**src/rtl/rv32_data_bus_adapter_pkg.sv**
```systemverilog
// Shared types and constants for the RV32 data-bus adapter.
package rv32_bus_pkg;

  // Transaction FSM states.
  typedef enum logic [1:0] {
    IDLE = 2'd0,
    BUSY = 2'd1,
    DONE = 2'd2
  } bus_state_t;

  // External bus widths.
  localparam int RV32_BUS_ADR_W = 30;
  localparam int RV32_BUS_DAT_W = 32;
  localparam int RV32_BUS_SEL_W = 4;

  // Byte selects used for every read: the whole word is fetched.
  localparam logic [RV32_BUS_SEL_W-1:0] RV32_BUS_SEL_WORD = 4'b1111;

  // Byte selects for a request: writes use the lane mask, reads the full word.
  function automatic logic [RV32_BUS_SEL_W-1:0] bus_sel_for(
    input logic                      we,
    input logic [RV32_BUS_SEL_W-1:0] mask
  );
    logic [RV32_BUS_SEL_W-1:0] sel;
    if (we) begin
      sel = mask;
    end else begin
      sel = RV32_BUS_SEL_WORD;
    end
    return sel;
  endfunction

endpackage

```
**src/rtl/rv32_data_bus_adapter_if.sv**
```systemverilog
// Wishbone-style external data bus between the adapter and a bus slave.
interface rv32_data_bus_adapter_if;
  import rv32_bus_pkg::*;

  logic                      bus_cyc_out;
  logic                      bus_we_out;
  logic [RV32_BUS_SEL_W-1:0] bus_sel_out;
  logic [RV32_BUS_ADR_W-1:0] bus_adr_out;
  logic [RV32_BUS_DAT_W-1:0] bus_dat_out;
  logic [RV32_BUS_DAT_W-1:0] bus_dat_in;
  logic                      bus_ack_in;

  // Adapter side: issues the cycle, consumes ack and read data.
  modport master (
    output bus_cyc_out,
    output bus_we_out,
    output bus_sel_out,
    output bus_adr_out,
    output bus_dat_out,
    input  bus_dat_in,
    input  bus_ack_in
  );

  // Slave side: observes the cycle, answers with ack and read data.
  modport slave (
    input  bus_cyc_out,
    input  bus_we_out,
    input  bus_sel_out,
    input  bus_adr_out,
    input  bus_dat_out,
    output bus_dat_in,
    output bus_ack_in
  );

endinterface

```
**src/rtl/rv32_data_bus_adapter.sv**
```systemverilog
// Turns the memory stage's combinational data request into a registered
// cyc/ack bus transaction, stalling the pipeline until it completes or
// times out. Read data is held in a register the memory stage picks up
// on the edge that leaves DONE.
module rv32_data_bus_adapter
  import rv32_bus_pkg::*;
#(
  parameter int TIMEOUT_CYCLES = 255
) (
  input  logic                      clk,
  input  logic                      reset,
  input  logic                      data_read_in,
  input  logic                      data_write_in,
  input  logic [RV32_BUS_SEL_W-1:0] data_write_mask_in,
  input  logic [31:0]               data_address_in,
  input  logic [RV32_BUS_DAT_W-1:0] data_write_value_in,
  output logic [RV32_BUS_DAT_W-1:0] data_read_value_out,
  output logic                      stall_out,
  output logic                      bus_error_out,
  rv32_data_bus_adapter_if.master   bus
);

  // Counter exits at TIMEOUT_CYCLES-1, so it never needs to wrap.
  localparam int CNT_W = $clog2(TIMEOUT_CYCLES + 1);
  localparam logic [CNT_W-1:0] CNT_LAST = CNT_W'(TIMEOUT_CYCLES - 1);

  bus_state_t                state_q, state_d;
  logic [CNT_W-1:0]          cnt_q, cnt_d;
  logic [RV32_BUS_DAT_W-1:0] rdata_q, rdata_d;
  logic [RV32_BUS_ADR_W-1:0] adr_q, adr_d;
  logic                      we_q, we_d;
  logic [RV32_BUS_SEL_W-1:0] sel_q, sel_d;
  logic [RV32_BUS_DAT_W-1:0] dat_q, dat_d;
  logic                      cyc_q, cyc_d;
  logic                      err_q, err_d;
  logic                      req_s;
  logic                      stall_s;

  // Write wins when both strobes are high; that case is illegal upstream.
  assign req_s = data_read_in | data_write_in;

  // Next-state, latch and stall decode for the transaction FSM.
  always_comb begin
    state_d = state_q;
    cnt_d   = cnt_q;
    rdata_d = rdata_q;
    adr_d   = adr_q;
    we_d    = we_q;
    sel_d   = sel_q;
    dat_d   = dat_q;
    err_d   = 1'b0;
    stall_s = 1'b0;
    case (state_q)
      IDLE: begin
        stall_s = req_s;
        if (req_s) begin
          state_d = BUSY;
          adr_d   = data_address_in[31:2];
          we_d    = data_write_in;
          sel_d   = bus_sel_for(data_write_in, data_write_mask_in);
          dat_d   = data_write_value_in;
          cnt_d   = '0;
        end else begin
          state_d = IDLE;
        end
      end
      BUSY: begin
        stall_s = 1'b1;
        if (bus.bus_ack_in) begin
          state_d = DONE;
          if (!we_q) begin
            rdata_d = bus.bus_dat_in;
          end else begin
            rdata_d = rdata_q;
          end
        end else if (cnt_q == CNT_LAST) begin
          // Abandon the cycle: report the error and return zero data.
          state_d = DONE;
          rdata_d = 32'h0000_0000;
          err_d   = 1'b1;
        end else begin
          cnt_d = cnt_q + CNT_W'(1);
        end
      end
      DONE: begin
        stall_s = 1'b0;
        state_d = IDLE;
      end
      default: begin
        stall_s = 1'b0;
        state_d = IDLE;
      end
    endcase
  end

  // cyc is registered from the next state so it is glitch-free on the bus.
  assign cyc_d = (state_d == BUSY);

  // State, counter, latched request and result registers.
  always_ff @(posedge clk) begin
    if (reset) begin
      state_q <= IDLE;
      cnt_q   <= '0;
      rdata_q <= '0;
      adr_q   <= '0;
      we_q    <= 1'b0;
      sel_q   <= '0;
      dat_q   <= '0;
      cyc_q   <= 1'b0;
      err_q   <= 1'b0;
    end else begin
      state_q <= state_d;
      cnt_q   <= cnt_d;
      rdata_q <= rdata_d;
      adr_q   <= adr_d;
      we_q    <= we_d;
      sel_q   <= sel_d;
      dat_q   <= dat_d;
      cyc_q   <= cyc_d;
      err_q   <= err_d;
    end
  end

  assign bus.bus_cyc_out   = cyc_q;
  assign bus.bus_we_out    = we_q;
  assign bus.bus_sel_out   = sel_q;
  assign bus.bus_adr_out   = adr_q;
  assign bus.bus_dat_out   = dat_q;
  assign data_read_value_out = rdata_q;
  assign bus_error_out     = err_q;
  assign stall_out         = stall_s;

endmodule

```
**src/flat_wrapper.sv**
```systemverilog
// flat-port wrapper written by rule: the top's interface ports become plain ports
module rv32_data_bus_adapter_flat import rv32_bus_pkg::*;
#(
  parameter int TIMEOUT_CYCLES = 255
)
  (clk, reset, data_read_in, data_write_in, data_write_mask_in, data_address_in, data_write_value_in, data_read_value_out, stall_out, bus_error_out, bus_bus_cyc_out, bus_bus_we_out, bus_bus_sel_out, bus_bus_adr_out, bus_bus_dat_out, bus_bus_dat_in, bus_bus_ack_in);
  rv32_data_bus_adapter_if bus_i ();
  input  logic clk;
  input  logic reset;
  input  logic data_read_in;
  input  logic data_write_in;
  input  logic [RV32_BUS_SEL_W-1:0] data_write_mask_in;
  input  logic [31:0] data_address_in;
  input  logic [RV32_BUS_DAT_W-1:0] data_write_value_in;
  output logic [RV32_BUS_DAT_W-1:0] data_read_value_out;
  output logic stall_out;
  output logic bus_error_out;
  output wire logic [$bits(bus_i.bus_cyc_out)-1:0] bus_bus_cyc_out;
  output wire logic [$bits(bus_i.bus_we_out)-1:0] bus_bus_we_out;
  output wire logic [$bits(bus_i.bus_sel_out)-1:0] bus_bus_sel_out;
  output wire logic [$bits(bus_i.bus_adr_out)-1:0] bus_bus_adr_out;
  output wire logic [$bits(bus_i.bus_dat_out)-1:0] bus_bus_dat_out;
  input wire logic [$bits(bus_i.bus_dat_in)-1:0] bus_bus_dat_in;
  input wire logic [$bits(bus_i.bus_ack_in)-1:0] bus_bus_ack_in;
  assign bus_bus_cyc_out = bus_i.bus_cyc_out;
  assign bus_bus_we_out = bus_i.bus_we_out;
  assign bus_bus_sel_out = bus_i.bus_sel_out;
  assign bus_bus_adr_out = bus_i.bus_adr_out;
  assign bus_bus_dat_out = bus_i.bus_dat_out;
  assign bus_i.bus_dat_in = bus_bus_dat_in;
  assign bus_i.bus_ack_in = bus_bus_ack_in;
  rv32_data_bus_adapter #(.TIMEOUT_CYCLES(TIMEOUT_CYCLES)) u_core (.clk(clk), .reset(reset), .data_read_in(data_read_in), .data_write_in(data_write_in), .data_write_mask_in(data_write_mask_in), .data_address_in(data_address_in), .data_write_value_in(data_write_value_in), .data_read_value_out(data_read_value_out), .stall_out(stall_out), .bus_error_out(bus_error_out), .bus(bus_i));
endmodule
```
**config.mk**
```make
export PLATFORM = sky130hd
export DESIGN_NAME = rv32_data_bus_adapter_flat
export DESIGN_NICKNAME = d
export VERILOG_FILES = /design/src/rtl/rv32_data_bus_adapter_pkg.sv /design/src/rtl/rv32_data_bus_adapter_if.sv /design/src/rtl/rv32_data_bus_adapter.sv /design/src/flat_wrapper.sv
export SDC_FILE = /design/constraint.sdc
export NUM_CORES = 1
export LEC_CHECK = 0
export CAP_MARGIN = 20
export CORE_UTILIZATION = 30
export CTS_BUF_LIST = sky130_fd_sc_hd__clkbuf_8
export CTS_CLUSTER_DIAMETER = 100
export CTS_CLUSTER_SIZE = 10
export DETAILED_ROUTE_END_ITERATION = 8
export HOLD_SLACK_MARGIN = 0.1
export PLACE_DENSITY_LB_ADDON = 0.15
export REMOVE_ABC_BUFFERS = 1
export SLEW_MARGIN = 30
export SYNTH_ARGS = -nofsm -noshare
export SYNTH_HDL_FRONTEND = slang
export SYNTH_SLANG_ARGS = --single-unit
export TNS_END_PERCENT = 5
```
**constraint.sdc**
```tcl
create_clock -name clk -period 2.2 [get_ports clk]
set_input_delay 0.66 -clock clk [delete_from_list [all_inputs] [get_ports clk]]
set_output_delay 0.66 -clock clk [all_outputs]
set_load 0.02 [all_outputs]
```
Yosys cells after proc, flatten, opt, wreduce, memory -nomap -nowiden

Cells that the tools add are included.

Bits in registers: 111
Input port bits: 105

$add $sub $neg: 1
Equality and inequality tests: 7
Mux-type cells: 14
Bitwise logic cells: 2
Reduce and logical (&&, ||, !) cells: 7

Operators by type and width:

| cell                | number |
|---|---|
| $mux 32             | 3 |
| $mux 8              | 3 |
| $pmux 8 s2          | 1 |
| $add 8x1->8 const B | 1 |
| $eq 8x8->1 const B  | 1 |
| $ne 2x2->1 const B  | 3 |
| $eq 2x1->1 const B  | 2 |
| $mux 2              | 2 |
| $mux 4              | 1 |
| $pmux 2 s2          | 1 |
| $reduce_and 4->1    | 1 |
| $reduce_bool 2->1   | 2 |
| $reduce_and 3->1    | 1 |
| $reduce_or 3->1     | 1 |
| $logic_not 2->1     | 1 |
| $mux 1              | 2 |
| $ne 2x1->1 const B  | 1 |
| $pmux 1 s2          | 1 |
| $reduce_and 2->1    | 1 |
| $not 1->1           | 1 |
| $or 1x1->1          | 1 |

Longest topological paths before layout

Word-level depth: 5
Mapped depth: 7
Depth with buffers taken out: 6

Least setup slack after synthesis

Ideal clock, no wire load.

Kind: input to register
Start: in bus_bus_ack_in
End: reg u_core.cnt_q[5]
Library setup time: 70 ps
Data arrival time: 1583 ps
Required time: 2130 ps
Setup slack: 547 ps
Stages on the path: 4
Buffers on the path: 0
Path through: nor3b_4 > nand4_4 > or4_1 > a21oi_1

Cells in the longest elaborated chain, start to end: 2

Ends and longest elaborated chain:

| element                    | line                         | source |
|---|---|---|
| start: declaration         | flat_wrapper.sv:24           | `input wire logic [$bits(bus_i.bus_ack_in)-1:0] bus_bus_ack_in;` |
| $ne 2x2->1 (no line)       | -                            |  |
| $reduce_and 4->1 (no line) | -                            |  |
| end signal: assignment     | rv32_data_bus_adapter.sv:113 | `cnt_q <= cnt_d;` |
| end: declaration           | rv32_data_bus_adapter.sv:28  | `logic [CNT_W-1:0] cnt_q, cnt_d;` |

Every way passes these cells.
A chain may end at the register's enable or synchronous reset.

Worst setup path in the final report

Start: in data_write_in
End: out stall_out

Cells in the longest elaborated chain, start to end: 2

Ends and longest elaborated chain:

| element            | line                        | source |
|---|---|---|
| start: declaration | flat_wrapper.sv:11          | `input logic data_write_in;` |
| $or 1x1->1         | rv32_data_bus_adapter.sv:40 | `assign req_s = data_read_in \| data_write_in;` |
| $pmux 1 s2         | rv32_data_bus_adapter.sv:53 | `case (state_q)` |
| end: declaration   | flat_wrapper.sv:16          | `output logic stall_out;` |

Every way passes these cells.

==> flow_results.org <==
** Outcome
- The flow ran to the end, and the final reports show no timing, DRC or antenna violations.

** Worst setup path
- Of all nets on the critical path, the largest fanout is 2.
- The worst setup path is launched from a primary input.
- Worst endpoint required time :: between 1.5 and 2 ns
- The worst setup path is captured at an output port.
- Class of the most critical setup path :: in2out
- STA puts the critical path data arrival time at around 1.5 ns.

** Layout
- The multi-input combinational cells in the finished layout cover a total of around 1500 µm².
- End-of-flow core utilization :: 0.507
- From synthesis to final layout, the design area changed by 65.0%.
- Share of layout cells above drive strength 1 :: 0.0646
- After filler insertion, the fill cell instance count of the layout stands at between 1000 and 1500.
- The sequential cells in the finished layout cover a total of 2220 µm².
- Antenna diodes :: 0
- Once layout is complete, the cells apart from fillers number slightly above 800.
- Fin nets :: ~740

** Logic synthesis
- In the post-synthesis netlist, the cell with the most instances is sky130_fd_sc_hd__nand2_1.
- Async set-or-reset flop fraction in the synthesized netlist :: 0
- Number of distinct library cells after synthesis :: 36
- After synthesis the netlist holds a flip-flop and latch count of 111.
- By area, the combinational part of the netlist is dominated by compound AO/OA/AOI/OAI gates.
- Sorting the synthesized cells by area gives the leading types as sky130_fd_sc_hd__dfxtp_1 58%, sky130_fd_sc_hd__nand2_1 13%, sky130_fd_sc_hd__a21oi_1 9.1%, sky130_fd_sc_hd__a22o_1 7.3%, sky130_fd_sc_hd__buf_2 1.6%.
- Mux share of post-synthesis cell area :: 0
- The cell count after synthesis came out at roughly 430.
- Most used standard cells in the synthesized netlist :: 129 x sky130_fd_sc_hd__nand2_1, 111 x sky130_fd_sc_hd__dfxtp_1, 70 x sky130_fd_sc_hd__a21oi_1
- Of the total synthesized cell area, the portion taken by full adders, half adders and majority gates is 0.00648.
- Area share of and/or/nand/nor cells after synthesis :: 0.181
- Cell taking the most area after synthesis :: sky130_fd_sc_hd__dfxtp_1
- The share of the synthesized area in compound gates (AO/OA/AOI/OAI) came to 0.194.
- For this run, the register share of the synthesized area comes to 0.575.
- Avg Cell Area, Syn :: ~9 µm²
- Post-synthesis share of cell area spent on xor and xnor gates :: 0.00227
- The Yosys step of the flow raised 0 warnings.
- Counting flops with a built-in enable in the synthesized netlist gives 0.
- Primary flip-flop cell chosen by synthesis mapping :: sky130_fd_sc_hd__dfxtp_1
- Area share of the leading cell type in the synthesized netlist :: 0.575
- The mapped netlist covers around 3900 µm².

** Drt
- Starting DRT DRC Count :: roughly 160
- Number of optimization iterations in the first detailed-route pass :: 4
- In the routed design, unresolved DRC markers number 0.
- Wires add up to between 10000 and 15000 µm.
- The detail route stage leaves a number of antenna-violating nets equal to 0.
- Vias after detailed routing :: about 3700
- Via density per instance :: ~4.6
- DR WL/cell :: 13.6 µm

** Clocking
- Number of buffers inserted to repair setup after CTS :: 0
- CTS H-Tree Depth :: 3
- TritonCTS built the clock tree.
- Sinks on the clock net :: 111
- In this run the clock root is driven by a sky130_fd_sc_hd__clkbuf_8.
- Counting along the longest clock path gives a buffer depth of 2.
- Total CTS buffers :: 9
- The later pin in the worst-skew pair is clocked with a latency of roughly 0.38 ns.
- Clock-pin slew on the worst setup and hold paths :: 0.09 ns

** Place
- Detailed placement ended at an HPWL of 7740 µm.
- Placed cells :: ~790
- Place WS :: -0.348 ns
- At the end of routability-driven placement, the weighted congestion stood at roughly 0.77.
- Buffers on Ports :: a little over 200

** Floorplan
- Die Area :: ~13000 µm²
- Area of the core :: 12600 µm²
- In this run the vertical extent of the chip is about 120 µm.
- From left edge to right edge, the die measures 115 µm.
- Initial standard-cell utilization of the core :: 0.307
- Pin placement for this block handled 207 I/O pins.
- Standard-cell rows :: 41

** Timing
- Number of failing setup endpoints in the final timing report :: 0
- The number of hold violations in the final report is 0.
- Clock skew on the completed layout was measured at 0.00813 ns.
- Measured against its own limit, the worst slew margin works out to 0.623.
- Crit share post-route :: 0.976
- The final max-slew violation count is 0.
- Actual transition at the worst max-transition pin :: between 0.5 and 0.6 ns
- Subtracting the final worst setup slack from the clock period gives roughly 2.1 ns.
- RSZ-0062 raised after global routing :: no
- Once routing completed, OpenROAD measured the worst setup slack at ~0.053 ns.
- Based on the critical path, the design can be clocked at up to roughly 0.47 GHz.

** Power
- In this run the power density over the cells is 698 nW/µm².
- IR Drop Worst-Case VDD :: about 470 µV
- In this run the static leakage power is ~2.4 nW.
- Total Power Consumption :: about 4.4 mW

** GRT
- For this run, the total global-route usage over all layers was measured as 0.164.
- Largest net degree at the start of global routing :: 53
- The first global-routing pass estimated approximately 17000 µm of wire.
- Leftover overflow at the end of global routing :: 0
- Number of antenna violations at the first check in global routing :: 0
- The number of global-route vias before repair was about 3500.

** Job
- Across the run, the number of max-cap violations was 0.

** Min path
- Worst min-delay path category :: reg2reg
[power breakdown]
part	leakage, nW	internal [mW]	switching [mW]
clock network	0.105	0.554	0.677
registers	0.910	2.14	0.0692
logic	1.37	0.516	0.489
total	2.39	3.21	1.24
[flip-flops by register name, indices dropped and copies added, names as in the netlist]
register	cells
u_core.bus.bus_adr_out	30
u_core.cnt_q	8
u_core.bus.bus_dat_out	32
u_core.data_read_value_out	32
u_core.state_q	2
u_core.bus.bus_cyc_out	1
u_core.bus.bus_sel_out	4
u_core.bus_error_out	1
u_core.bus.bus_we_out	1
[layout make-up]
cell class,instances,share of cell area
multi-input combinational,285,0.237
tap,172,0.0338
inverter,4,0.00236
timing repair buffer,219,0.346
sequential,111,0.349
clock inverter,6,0.00982
clock buffer,10,0.0216
[worst max-delay path, cell delays in order]
cell and delay, ns:
sky130_fd_sc_hd__clkdlybuf4s50_1 0.43, sky130_fd_sc_hd__nor3_2 0.18, sky130_fd_sc_hd__nor2_1 0.05, sky130_fd_sc_hd__buf_2 0.16
[worst paths after layout]
path	to	from	slack [ns]	depth (start not counted)
max	stall_out	data_write_in	0.05	4
min	u_core.bus.bus_adr_out[19]	u_core.bus.bus_adr_out[19]	0.46	2
max reg2reg	u_core.cnt_q[6]	u_core.cnt_q[1]	0.45	5
min reg2reg	u_core.bus.bus_adr_out[19]	u_core.bus.bus_adr_out[19]	0.46	2
[per-stage QoR]
stage          TNS [ns]  area (µm²)  hold slack [ns]
6_report              0        6370            0.457
5_1_grt               0        6370            0.472
4_1_cts               0        6370            0.463
3_5_place_dp      -1.89        6170            0.449
3_3_place_gp      -1.11        6170            0.441
2_1_floorplan    -79.50        3720            0.436
[metal layers]
layer,global-route usage,up-vias,part of all wire,wire (µm)
met2,0.255,153,0.43,4740
met3,0.103,6,0.14,1520
met5,0,-,0,0
met1,0.186,1672,0.42,4600
li1,-,1864,-,-
met4,0.0468,0,0.0095,104
[kinds of logic (layout without fill, tap and decap cells)]
group | Yosys count | count (layout)
fa+ha+maj | 2 | 2
simple gates | 164 | 164
flops | 111 | 111
buf+inv | 32 | 239
xor+xnor | 1 | 1
compound gates | 118 | 118
[cell usage in the layout, fill, tap and decap left out, drive strengths merged, types with 3 or more instances in the layout]
cell,synthesis,routed
or2,3,3
a21oi,70,70
buf,17,17
o22ai,4,4
nand3,6,6
a22o,32,32
clkdlybuf4s50,0,202
nor3,3,3
o21ai,3,3
inv,4,6
dfxtp,111,111
nor2,12,12
clkbuf,11,10
nand2,129,129
[what timing repair did]
item | 4_1_cts | 5_1_grt
hold buffers | 0 | 0
endpoints found under the hold margin | 0 | 0
setup endpoints to repair | 1 | 1
gates resized for setup | 4 | 1
Note: power is estimated with default switching activity, not from simulation.
